### src/rtl/irq_dispatch_seq_if.sv
// Signal bundle between the SM83 decoder/interrupt logic and the dispatch sequencer.
// The master drives the sampling inputs and the slave (the sequencer) drives strobes and pulses.
interface irq_dispatch_seq_if;
    logic       mstep;
    logic       boundary;
    logic       halted;
    logic       ime;
    logic [4:0] ie;
    logic [4:0] iflag;
    logic       busy;
    logic       oe_sp_to_idu;
    logic       wren_sp;
    logic       oe_pch_to_pbus;
    logic       oe_pcl_to_pbus;
    logic       mem_wr;
    logic       wren_pc;
    logic [4:0] bro;
    logic       ime_clr;
    logic [4:0] if_clr;
    logic       halt_exit;
    logic [2:0] dbg_state;

    modport master (
        output mstep, boundary, halted, ime, ie, iflag,
        input  busy, oe_sp_to_idu, wren_sp, oe_pch_to_pbus, oe_pcl_to_pbus,
               mem_wr, wren_pc, bro, ime_clr, if_clr, halt_exit, dbg_state
    );

    modport slave (
        input  mstep, boundary, halted, ime, ie, iflag,
        output busy, oe_sp_to_idu, wren_sp, oe_pch_to_pbus, oe_pcl_to_pbus,
               mem_wr, wren_pc, bro, ime_clr, if_clr, halt_exit, dbg_state
    );
endinterface

### src/rtl/irq_dispatch_seq.sv
// SM83 interrupt dispatch sequencer: dead cycle, SP decrement, PCH/PCL push, vector jump.
// Strobes are Moore-decoded from the state; ime_clr, if_clr and halt_exit are registered pulses.
module irq_dispatch_seq #(
    parameter int NIRQ = 5
) (
    input logic               CLK,
    input logic               nRES,
    irq_dispatch_seq_if.slave bus
);

    localparam logic [2:0] S_IDLE   = 3'd0;
    localparam logic [2:0] S_W1     = 3'd1;
    localparam logic [2:0] S_DEC    = 3'd2;
    localparam logic [2:0] S_PUSH_H = 3'd3;
    localparam logic [2:0] S_PUSH_L = 3'd4;
    localparam logic [2:0] S_JUMP   = 3'd5;

    logic [2:0] state_q, state_d;
    logic [4:0] vec_q, vec_d;
    logic       ime_clr_q, ime_clr_d;
    logic [4:0] if_clr_q, if_clr_d;
    logic       halt_exit_q, halt_exit_d;

    logic [4:0] pend;
    logic       any;
    logic [2:0] low_idx;
    logic [4:0] low_oh;

    // Lowest-numbered pending source has priority.
    always_comb begin
        pend    = bus.ie & bus.iflag;
        any     = |pend;
        low_idx = 3'd0;
        for (int i = NIRQ - 1; i >= 0; i--) begin
            if (pend[i]) low_idx = 3'(i);
        end
        low_oh = pend & (~pend + 5'd1);
    end

    always_comb begin
        state_d     = state_q;
        vec_d       = vec_q;
        ime_clr_d   = 1'b0;
        if_clr_d    = 5'd0;
        halt_exit_d = 1'b0;
        if (bus.mstep) begin
            halt_exit_d = bus.halted & any;
            case (state_q)
                S_IDLE: begin
                    if (bus.ime & any & (bus.boundary | bus.halted)) begin
                        state_d   = S_W1;
                        ime_clr_d = 1'b1;
                    end
                end
                S_W1:     state_d = S_DEC;
                S_DEC:    state_d = S_PUSH_H;
                S_PUSH_H: state_d = S_PUSH_L;
                S_PUSH_L: begin
                    // Resample decides the vector; an empty resample cancels to 0x0000.
                    state_d = S_JUMP;
                    if (any) begin
                        vec_d    = {2'b01, low_idx};
                        if_clr_d = low_oh;
                    end else begin
                        vec_d = 5'd0;
                    end
                end
                S_JUMP:   state_d = S_IDLE;
                default:  state_d = S_IDLE;
            endcase
        end
    end

    always_ff @(posedge CLK or negedge nRES) begin
        if (!nRES) begin
            state_q     <= S_IDLE;
            vec_q       <= 5'd0;
            ime_clr_q   <= 1'b0;
            if_clr_q    <= 5'd0;
            halt_exit_q <= 1'b0;
        end else begin
            state_q     <= state_d;
            vec_q       <= vec_d;
            ime_clr_q   <= ime_clr_d;
            if_clr_q    <= if_clr_d;
            halt_exit_q <= halt_exit_d;
        end
    end

    always_comb begin
        bus.busy           = (state_q != S_IDLE);
        bus.oe_sp_to_idu   = (state_q == S_DEC) || (state_q == S_PUSH_H);
        bus.wren_sp        = (state_q == S_DEC) || (state_q == S_PUSH_H);
        bus.oe_pch_to_pbus = (state_q == S_PUSH_H);
        bus.oe_pcl_to_pbus = (state_q == S_PUSH_L);
        bus.mem_wr         = (state_q == S_PUSH_H) || (state_q == S_PUSH_L);
        bus.wren_pc        = (state_q == S_JUMP);
        bus.bro            = (state_q == S_JUMP) ? vec_q : 5'd0;
    end

    assign bus.ime_clr   = ime_clr_q;
    assign bus.if_clr    = if_clr_q;
    assign bus.halt_exit = halt_exit_q;
    assign bus.dbg_state = state_q;

endmodule

### src/flat_wrapper.sv
// flat-port wrapper written by rule: the top's interface ports become plain ports
module irq_dispatch_seq_flat 
#(
    parameter int NIRQ = 5
)
  (CLK, nRES, bus_mstep, bus_boundary, bus_halted, bus_ime, bus_ie, bus_iflag, bus_busy, bus_oe_sp_to_idu, bus_wren_sp, bus_oe_pch_to_pbus, bus_oe_pcl_to_pbus, bus_mem_wr, bus_wren_pc, bus_bro, bus_ime_clr, bus_if_clr, bus_halt_exit, bus_dbg_state);
  irq_dispatch_seq_if bus_i ();
  input logic CLK;
  input logic nRES;
  input wire logic [$bits(bus_i.mstep)-1:0] bus_mstep;
  input wire logic [$bits(bus_i.boundary)-1:0] bus_boundary;
  input wire logic [$bits(bus_i.halted)-1:0] bus_halted;
  input wire logic [$bits(bus_i.ime)-1:0] bus_ime;
  input wire logic [$bits(bus_i.ie)-1:0] bus_ie;
  input wire logic [$bits(bus_i.iflag)-1:0] bus_iflag;
  output wire logic [$bits(bus_i.busy)-1:0] bus_busy;
  output wire logic [$bits(bus_i.oe_sp_to_idu)-1:0] bus_oe_sp_to_idu;
  output wire logic [$bits(bus_i.wren_sp)-1:0] bus_wren_sp;
  output wire logic [$bits(bus_i.oe_pch_to_pbus)-1:0] bus_oe_pch_to_pbus;
  output wire logic [$bits(bus_i.oe_pcl_to_pbus)-1:0] bus_oe_pcl_to_pbus;
  output wire logic [$bits(bus_i.mem_wr)-1:0] bus_mem_wr;
  output wire logic [$bits(bus_i.wren_pc)-1:0] bus_wren_pc;
  output wire logic [$bits(bus_i.bro)-1:0] bus_bro;
  output wire logic [$bits(bus_i.ime_clr)-1:0] bus_ime_clr;
  output wire logic [$bits(bus_i.if_clr)-1:0] bus_if_clr;
  output wire logic [$bits(bus_i.halt_exit)-1:0] bus_halt_exit;
  output wire logic [$bits(bus_i.dbg_state)-1:0] bus_dbg_state;
  assign bus_i.mstep = bus_mstep;
  assign bus_i.boundary = bus_boundary;
  assign bus_i.halted = bus_halted;
  assign bus_i.ime = bus_ime;
  assign bus_i.ie = bus_ie;
  assign bus_i.iflag = bus_iflag;
  assign bus_busy = bus_i.busy;
  assign bus_oe_sp_to_idu = bus_i.oe_sp_to_idu;
  assign bus_wren_sp = bus_i.wren_sp;
  assign bus_oe_pch_to_pbus = bus_i.oe_pch_to_pbus;
  assign bus_oe_pcl_to_pbus = bus_i.oe_pcl_to_pbus;
  assign bus_mem_wr = bus_i.mem_wr;
  assign bus_wren_pc = bus_i.wren_pc;
  assign bus_bro = bus_i.bro;
  assign bus_ime_clr = bus_i.ime_clr;
  assign bus_if_clr = bus_i.if_clr;
  assign bus_halt_exit = bus_i.halt_exit;
  assign bus_dbg_state = bus_i.dbg_state;
  irq_dispatch_seq #(.NIRQ(NIRQ)) u_core (.CLK(CLK), .nRES(nRES), .bus(bus_i));
endmodule
### config.mk
export PLATFORM = sky130hd
export DESIGN_NAME = irq_dispatch_seq_flat
export DESIGN_NICKNAME = d
export VERILOG_FILES = /design/src/rtl/irq_dispatch_seq_if.sv /design/src/rtl/irq_dispatch_seq.sv /design/src/flat_wrapper.sv
export SDC_FILE = /design/constraint.sdc
export NUM_CORES = 1
export LEC_CHECK = 0
export ABC_AREA = 1
export BUFFER_PORTS_ARGS = -buffer_cell sky130_fd_sc_hd__buf_2
export CORE_MARGIN = 2
export CORE_UTILIZATION = 43
export CTS_CLUSTER_SIZE = 12
export DETAILED_ROUTE_END_ITERATION = 8
export PLACE_DENSITY = 0.76
export SKIP_CTS_REPAIR_TIMING = 1
export SYNTH_ARGS = -nofsm -noshare
export SYNTH_HDL_FRONTEND = slang
export SYNTH_SLANG_ARGS = --single-unit
### constraint.sdc
create_clock -name CLK -period 1.2 [get_ports CLK]
set_input_delay 0.12 -clock CLK [delete_from_list [all_inputs] [get_ports CLK]]
set_output_delay 0.12 -clock CLK [all_outputs]
set_load 0.1 [all_outputs]
==> impl_metrics.csv, run 1 <==
group,metric,value,unit
synthesis,ys_ff_latch,14,
clock_network,clock_sink_count,14,
clock_network,cts_buffer_depth,2,
timing,endpoint_type,"top-level output",
clock_network,cts_buffers,3,
die,dieWidth,45.1,um
die,start_util,47.1,%
synthesis,ys.flop_type,"dfrtp_1",
run_status,flow.stopped_at,"global routing",
die,rows,14,
synthesis,seq_area_frac_synth,48.3,%
place,gp_congestion,0.778,
die,io_pins,38,
place,io_buffers,36,
synthesis,ys_types,23,
run_status,status,"aborted with a tool error",
synthesis,postSynthCellCount,86,
synthesis,syn_avg_cell_area,8.44,sq um
timing,grt_worst_setup_endpoint,"bus_wren_pc",
synthesis,syn-num-nets,102,
place,dp_hpwl,1430,um
synthesis,async_flop_share,100,%
run_status,error,"[ERROR DPL-0033] detailed placement checks failed during check placement.",
clock_network,cts_max_level,1,
synthesis,synth_warnings,0,
global_route,grt_max_degree,15,
die,die_h,45.1,um
global_route,antenna_found_initial,0,
clock_network,cts_root_buffer,"clkbuf_4",
synthesis,synth_area,726,sq um
synthesis,synth_edf_count,0,
[stage by stage]
stage | instances | worst slack, ns | hold WS, ns | TNS, ns | area (sq um)
detailed placement | 141 | -0.160 | 0.0282 | -1.08 | 1250
floorplan | 86 | -0.503 | -0.176 | -5.84 | 851
CTS | 145 | -0.481 | -0.278 | -5.11 | 1280
global placement | 141 | -0.121 | 0.0228 | -0.510 | 1250
[kinds of logic after synthesis]
logic type             synth area share, %
flip-flops                            48.3
AND/OR/NAND/NOR                       36.0
buffers and inverters                 8.96
AO/OA/AOI/OAI                         6.21
other                                0.517
[Yosys cell counts (2+ instances only)]
cell type	number	area [sq um]
buf_4	2	15.0
nand2_2	4	25.0
nor2_1	12	45.0
inv_1	9	33.8
dfrtp_1	14	350
nand2_1	16	60.1
inv_2	3	11.3
o21ai_0	3	15.0
o22ai_1	2	12.5
nand3_1	8	40.0
==> run 2, diff against run 1 <==
- CORE_AREA: default -> 2 2 63 65
- CORE_MARGIN: 2 -> default
- CORE_UTILIZATION: 43 -> default
- CTS_CLUSTER_SIZE: 12 -> default
- DIE_AREA: default -> 0 0 65 67
- PLACE_DENSITY: 0.76 -> default
- PLACE_DENSITY_LB_ADDON: default -> 0.15
==> run 2 against run 1 <==
  * The flow now finishes, with violations (setup timing)
  * Synthesized cell count unchanged
  * Synthesized area did not move
==> impl_metrics.csv, run 2 <==
group,metric,value,unit
finish,fillers,340,
timing,setup_violations,26,
synthesis,seq_area_frac_synth,48.3,%
global_route,grt_pass1_wl,2950,um
worst_setup_path,crit_slowest_cell,"dfrtp_4",
die,io_pins,38,
worst_setup_path,cp.required,1.08,ns
clock_network,path_clk_slew,0.05,ns
synthesis,syn_avg_cell_area,8.44,sq um
place,dpl-instance-area,1310,sq um
clock_network,cts_max_level,1,
place,place_ws,-0.131,ns
worst_setup_path,cpPeakStageDelay,0.50,ns
timing,fin_skew,0.00193,ns
run,max-cap-violations,0,
synthesis,synth_area,726,sq um
timing,drv_slew,0,
place,io_buffers,36,
die,die_h,67,um
synthesis,ys_top_cells_by_area,"dfrtp_1 48%, nand2_1 8.3%, nor2_1 6.2%, nand3_1 5.5%, inv_1 4.7%",
worst_setup_path,critical_path.endpoint_type,"output pin",
finish,multi_input_area,433,sq um
drt,wirelength,1770,um
synthesis,synth_warnings,0,
synthesis,ys.flop_type,"dfrtp_1",
die,start_util,20.1,%
die,dieWidth,65,um
place,gp_congestion,0.715,
worst_setup_path,path_class,"reg2out",
synthesis,yosysMostFrequentCell,"nand2_1",
finish,area_growth,107,%
timing,rsz0062_at_grt,"true",
clock_network,cts_root_buffer,"clkbuf_8",
place,dp_hpwl,1470,um
power,powerDensity,3110,nW/um^2
hold_path,hold_class,"in2reg",
finish,largest_register_ffs,5,
drt,drc,0,
finish,drive_gt1_share,66.2,%
timing,fin_crit,1.45,ns
worst_setup_path,cp.arrival,1.33,ns
drt,first_pass_iters,3,
finish,final_cells,187,
drt,via_per_inst,3.97,
clock_network,cts_buffers,3,
die,die-area,4360,sq um
worst_setup_path,cp_cell_sequence,"nor2_4 > inv_2 > nor2_4 > inv_4 > buf_12",
finish,design_area,1500,sq um
timing,finalWorstSetupSlack,-0.250,ns
die,rows,22,
worst_setup_path,cp-start-kind,"flop",
finish,layout_commonest_cell,"buf_2",
synthesis,ys_types,23,
worst_setup_path,cpMostUsedCell,"nor2_4",
synthesis,yosysTopAreaCellShare,48.3,%
power,ir_worst_vdd,2100,uV
drt,vias,742,
timing,period_share,121,%
synthesis,postSynthCellCount,86,
finish,seq_area,362,sq um
timing,hold_viol_final,0,
run_status,violations,"setup timing",
clock_network,cts_tree,"built",
global_route,grt_pass1_vias,675,
synthesis,synth_largest_area_cell,"dfrtp_1",
synthesis,synth_edf_count,0,
drt,drt_iter0_markers,9,
global_route,antenna_found_initial,0,
die,fp.coreArea,3610,sq um
finish,mostFrequentLayoutCells,"22 x buf_2, 15 x nand2_1, 15 x buf_12",
finish,n_antenna_cell,0,
place,place_inst,176,
clock_network,clock_sink_count,14,
timing,fmax,690,MHz
finish,nets,156,
drt,post_drt_wl_per_cell,9.49,um
global_route,overflow,0,
synthesis,ys_ff_latch,14,
clock_network,cts_buffer_depth,2,
power,power.leakage,0.000713,uW
global_route,track_usage,8.86,%
synthesis,syn-num-nets,102,
finish,finish.utilization,41.6,%
power,power,4670,uW
synthesis,async_flop_share,100,%
global_route,grt_max_degree,15,
synthesis,synth_common_cells,"16 x nand2_1, 14 x dfrtp_1, 12 x nor2_1, 9 x inv_1, 8 x nand3_1",
clock_network,clk_latency,0.24,ns
worst_setup_path,ff2ff_setup_slack,-0.17,ns
run_status,status,"finished with violations",
drt,postRouteAntennaNets,0,
worst_setup_path,path_max_fanout,3,
run 2: cell counts after synthesis:
Identical to the previous run, type by type.
run 2: report_power, final:
group	total [uW]	switching (uW)	internal [uW]
combinational	3520	2210	1310
sequential	766	137	630
clock	385	150	234
run 2: path summary, 6_finish.rpt:
path / from / end / cells past startpoint
max in group asynchronous: nRES / u_core.bus.dbg_state[2] / 2
min: bus_halted / u_core.bus.halt_exit / 3
max reg2reg: u_core.bus.dbg_state[0] / u_core.vec_q[2] / 6
min reg2reg: u_core.vec_q[0] / u_core.vec_q[0] / 2
min in group asynchronous: nRES / u_core.bus.if_clr[1] / 2
max: u_core.bus.dbg_state[0] / bus_busy / 5
run 2: per-layer routing:
layer | global-route usage (%) | wire length [um] | vias up | part of all wire (%)
met5 | 0 | 0 | - | 0
met4 | 5.59 | 38 | 0 | 2.1
met3 | 1.01 | 97 | 4 | 5.5
met2 | 15.1 | 901 | 22 | 51
met1 | 10.6 | 738 | 345 | 42
li1 | - | - | 371 | -
run 2: through the flow:
stage	hold WS [ns]	TNS [ns]
2_1_floorplan	-0.176	-5.84
3_3_place_gp	0.0309	-0.587
3_5_place_dp	0.0363	-0.886
4_1_cts	-0.224	-3.93
5_1_grt	0.131	-5.49
6_report	0.127	-3.85
run 2: logic make-up after synthesis:
group | share of synthesized area, %
other | 0.517
flip-flops | 48.3
AND/OR/NAND/NOR | 36.0
AO/OA/AOI/OAI | 6.21
buffers and inverters | 8.96
run 2: worst max-delay path: cells and delay by family (launching register included):
family	cells	cell delay, ns
buffers and inverters	3	0.27
AND/OR/NAND/NOR	2	0.31
flip-flops	1	0.50
run 2: layout make-up:
cell class	instances	area share [%]
Sequential cell	14	24.1
Clock buffer	4	3.00
Inverter	12	3.83
Timing Repair Buffer	52	36.3
Multi-Input combinational cell	57	28.8
Tap cell	48	4.00
No activity file was read; power rests on OpenSTA's default activity.
==> run 3, diff against run 2 <==
- SETUP_SLACK_MARGIN: default -> 0.5
==> run 3 against run 2 <==
  * The flow still finishes with violations (setup timing)
  * Sequential cell count did not move
  * Cell count decreased by 1.1%
  * Combinational power is 2% lower
  * Fmax rose by 0.51%
  * Setup slack improved by 0.0073 ns
  * First-iteration DRC count fell by 11%
  * Die area is the same
  * Clock power grew 18%
  * Power fell by 0.27%
==> impl_metrics.csv, run 3 (same netlist as run 2, synthesis figures left out) <==
group,metric,value,unit
clock_network,clock_sink_count,14,
finish,final_cells,185,
drt,drt_iter0_markers,8,
power,ir_worst_vdd,2280,uV
finish,finish.utilization,44.5,%
clock_network,clk_latency,0.24,ns
finish,design_area,1600,sq um
die,rows,22,
clock_network,cts_tree,"built",
drt,wirelength,1940,um
place,place_ws,-0.116,ns
global_route,antenna_found_initial,0,
finish,seq_area,388,sq um
power,clockPowerShare,9.8,%
global_route,use_met1,11.1,%
finish,drive_gt1_share,73.0,%
power,switchingPower,2510,uW
timing,setup_violations,22,
run,max-cap-violations,0,
drt,postRouteAntennaNets,0,
global_route,overflow,0,
clock_network,cts_max_level,1,
timing,drv_slew,0,
place,place_inst,175,
global_route,grt_pass1_vias,726,
finish,layout_commonest_cell,"buf_12",
timing,finalWorstSetupSlack,-0.243,ns
timing,fmax,693,MHz
timing,hold_viol_final,0,
global_route,grt_use_met3,1.01,%
die,die_h,67,um
global_route,track_usage,9.21,%
finish,area_growth,121,%
place,dpl-instance-area,1440,sq um
global_route,grt_pass1_wl,3110,um
worst_setup_path,path_max_fanout,3,
clock_network,cts_buffer_depth,2,
die,io_pins,38,
timing,fin_skew,0.00414,ns
power,powerDensity,2900,nW/um^2
finish,n_antenna_cell,0,
finish,largest_register_ffs,5,
die,dieWidth,65,um
worst_setup_path,path_class,"reg2out",
run_status,status,"finished with violations",
drt,first_pass_iters,2,
hold_path,hold_class,"in2reg",
clock_network,cts_buffers,3,
place,dp_hpwl,1580,um
timing,rsz0062_at_grt,"true",
clock_network,path_clk_slew,0.06,ns
timing,fin_crit,1.44,ns
run_status,violations,"setup timing",
die,fp.coreArea,3610,sq um
drt,post_drt_wl_per_cell,10.5,um
global_route,grt-busiest-layer,"met2",
worst_setup_path,critical_path.endpoint_type,"output pin",
global_route,grt_max_degree,15,
hold_path,holdPathStages,3,
worst_setup_path,cp.required,1.08,ns
power,combPwrFrac,73.9,%
drt,vias,731,
clock_network,cts_root_buffer,"clkbuf_8",
worst_setup_path,crit_start,"u_core.bus.dbg_state[1]",
worst_setup_path,cp-start-kind,"flop",
place,gp_congestion,0.719,
power,power.leakage,0.000707,uW
drt,drc,0,
finish,mostFrequentLayoutCells,"20 x buf_12, 15 x buf_2, 13 x nand2_1",
power,seqPwrFrac,16.3,%
worst_setup_path,r2r-start,"u_core.bus.dbg_state[1]",
finish,fillers,349,
die,die-area,4360,sq um
drt,via_per_inst,3.95,
worst_setup_path,cp.arrival,1.32,ns
hold_path,min_from,"bus_halted",
power,p_int,2150,uW
power,swShare,53.8,%
finish,nets,154,
worst_setup_path,reg2reg_depth,6,
place,io_buffers,36,
global_route,grt_util_met2,16.1,%
die,start_util,20.1,%
timing,period_share,120,%
finish,multi_input_area,444,sq um
==> run 3: changes by cell type in the layout (fill, tap and decap cells not counted), moves of 2 or more <==
cell and change:
buf_12 +5, buf_2 -7, dfrtp_1 -7, dfrtp_4 +7, nand2_1 -2
==> run 3: critical path: stages (launching register included) <==
cell and delay [ns]:
dfrtp_4 0.50, nor2_4 0.17, inv_2 0.06, nor2_4 0.13
inv_4 0.04, buf_6 0.18
==> run 3: power groups by stage <==
stage	sequential [uW]	combinational [uW]	clock, uW
3_5_place_dp	759	3210	0
6_report	757	3440	456
3_3_place_gp	749	3200	0
4_1_cts	751	3210	464
2_1_floorplan	1200	1800	0
5_1_grt	772	3580	486
==> run 3: final timing paths <==
| check | to | slack, ns |
|---|---|---|
| max | bus_busy | -0.24 |
| min | u_core.bus.halt_exit | 0.12 |
| max reg2reg | u_core.bus.ime_clr | -0.05 |
| min reg2reg | u_core.vec_q[3] | 0.55 |
| max in group asynchronous | u_core.bus.halt_exit | 0.59 |
| min in group asynchronous | u_core.bus.if_clr[0] | 0.34 |
==> run 3: per-layer routing <==
metal | up-vias | part of all wire, %
met5 | - | 0
met4 | 0 | 1.1
met3 | 2 | 4.2
met2 | 16 | 57
met1 | 345 | 38
li1 | 368 | -
==> run 3: final cells by class <==
class	count	area share, %
Timing Repair Buffer	50	37.5
Multi-Input combinational cell	57	27.7
Sequential cell	14	24.2
Tap cell	48	3.74
Clock buffer	4	3.43
Inverter	12	3.43
==> run 3: through the flow <==
stage                     total power [uW]  hold WS [ns]  TNS, ns
after CTS                             4430        -0.222    -3.56
after global routing                  4840         0.132    -3.94
after detailed placement              3970        0.0399   -0.819
after global placement                3940        0.0353   -0.479
after floorplan                       3010        -0.176    -5.87
final                                 4660         0.121    -2.69
==> run 4, diff against run 3 <==
- RECOVER_POWER: default -> 50
==> run 4 against run 3 <==
  * Global-route usage stayed put
  * Critical endpoint unchanged
  * The run still ends with setup timing left
  * Utilization hardly changed
  * Fmax is the same
  * Sequential cell count unchanged
  * Clock skew unchanged
  * Hold slack unchanged
  * Non-clock buffer count is the same
  * Sequential share of layout area is essentially flat
  * Clock power barely moved
  * Register-to-register slack is essentially flat
  * Cell count unchanged
==> impl_metrics.csv, run 4 (same netlist as run 2, synthesis figures left out) <==
group,metric,value,unit
drt,post_drt_wl_per_cell,10.5,um
hold_path,hold_class,"in2reg",
power,powerDensity,2900,nW/um^2
timing,finalWorstSetupSlack,-0.243,ns
die,die_h,67,um
drt,postRouteAntennaNets,0,
die,dieWidth,65,um
hold_path,min_to,"u_core.bus.halt_exit",
finish,layout_commonest_cell,"buf_12",
worst_setup_path,ff2ff_setup_slack,-0.05,ns
finish,fillers,350,
clock_network,cts_buffer_depth,2,
finish,mostFrequentLayoutCells,"20 x buf_12, 14 x buf_2, 13 x nand2_1",
timing,setup_violations,22,
global_route,track_usage,9.21,%
timing,rsz0062_at_grt,"true",
global_route,grt_pass1_wl,3110,um
hold_path,holdPathStages,3,
clock_network,cts_max_level,1,
clock_network,cts_buffers,3,
timing,period_share,120,%
timing,maxSlewHeadroom,49.0,%
run,max-cap-violations,0,
clock_network,cts_root_buffer,"clkbuf_8",
power,ir_worst_vdd,2280,uV
drt,via_per_inst,3.95,
global_route,overflow,0,
run_status,violations,"setup timing",
die,io_pins,38,
timing,fmax,693,MHz
worst_setup_path,cp_cell_sequence,"nor2_4 > inv_2 > nor2_4 > inv_4 > buf_6",
worst_setup_path,cp-start-kind,"flop",
timing,fin_crit,1.44,ns
worst_setup_path,cp.arrival,1.32,ns
place,dpl-instance-area,1440,sq um
finish,design_area,1600,sq um
timing,tightest_slew,0.765,ns
clock_network,clock_sink_count,14,
die,rows,22,
worst_setup_path,cpMostUsedCell,"nor2_4",
clock_network,path_clk_slew,0.06,ns
worst_setup_path,cp.required,1.08,ns
place,dp_hpwl,1580,um
worst_setup_path,path_max_fanout,3,
place,place_inst,175,
worst_setup_path,r2r_end,"u_core.bus.ime_clr",
drt,drc,0,
power,power.leakage,0.000704,uW
finish,nets,154,
place,io_buffers,36,
worst_setup_path,critical_path.endpoint_type,"output pin",
worst_setup_path,path_class,"reg2out",
timing,hold_viol_final,0,
timing,drv_slew,0,
drt,vias,731,
worst_setup_path,cpPeakStageDelay,0.50,ns
finish,n_antenna_cell,0,
global_route,grt_max_degree,15,
die,die-area,4360,sq um
clock_network,clk_latency,0.24,ns
timing,fin_skew,0.00414,ns
worst_setup_path,crit_slowest_cell,"dfrtp_4",
drt,drt_iter0_markers,8,
finish,largest_register_ffs,5,
worst_setup_path,reg2reg_depth,6,
global_route,grt_pass1_vias,726,
drt,wirelength,1940,um
run_status,status,"finished with violations",
die,start_util,20.1,%
worst_setup_path,r2r-start,"u_core.bus.dbg_state[1]",
finish,final_cells,185,
place,gp_congestion,0.719,
clock_network,cts_tree,"built",
hold_path,min_from,"bus_halted",
drt,first_pass_iters,2,
finish,area_growth,121,%
global_route,antenna_found_initial,0,
die,fp.coreArea,3610,sq um
finish,drive_gt1_share,72.3,%
-- run 4: changes by cell type in the layout (fill, tap and decap cells not counted) --
cell / before / now
clkbuf_1: 0 / 1
buf_2: 15 / 14
-- run 4: critical path: cells and delay by family, from the launching register on --
family	cells	cell delay, ns
flops	1	0.50
simple gates	2	0.30
buf+inv	3	0.28
-- run 4: per-stage QoR --
step | setup TNS (ns) | setup WS, ns | util [%] | total power (uW) | hold WS [ns]
after global placement | -0.479 | -0.100 | 39.8 | 3940 | 0.0353
after floorplan | -5.87 | -0.503 | - | 3010 | -0.176
after CTS | -3.56 | -0.383 | 41.3 | 4430 | -0.222
after detailed placement | -0.819 | -0.116 | 39.8 | 3970 | 0.0399
final | -2.69 | -0.243 | 44.4 | 4650 | 0.121
after global routing | -4.78 | -0.293 | 44.4 | 4840 | 0.132
-- run 4: how the worst max path moves through the flow --
stage                                  startpoint          end  slack [ns]  cells past startpoint
after floorplan           u_core.bus.dbg_state[2]  bus_wren_sp       -0.50                      3
after global placement    u_core.bus.dbg_state[1]     bus_busy       -0.10                      5
after detailed placement  u_core.bus.dbg_state[1]     bus_busy       -0.12                      5
after CTS                 u_core.bus.dbg_state[1]     bus_busy       -0.38                      5
after global routing      u_core.bus.dbg_state[1]     bus_busy       -0.29                      5
final                     u_core.bus.dbg_state[1]     bus_busy       -0.24                      5
-- run 4: power by group --
| part | switching, uW | internal, uW |
|---|---|---|
| logic | 2220 | 1220 |
| registers | 122 | 635 |
| clock network | 166 | 290 |
-- run 4: routing by layer --
metal  share of wire [%]  wire [um]  up-vias  track usage (%)
met5                   0          0        -                0
met4                 1.1         22        0             4.79
met3                 4.2         81        2             1.01
met2                  57       1100       16             16.1
met1                  38        734      345             11.1
li1                    -          -      368                -
-- run 4: area by class of cell --
cell class / instances / area [sq um] / share of cell area (%)
Inverter: 12 / 55.1 / 3.43
Timing Repair Buffer: 50 / 601 / 37.5
Sequential cell: 14 / 388 / 24.2
Multi-Input combinational cell: 57 / 444 / 27.7
Tap cell: 48 / 60.1 / 3.75
Clock buffer: 4 / 55.1 / 3.43
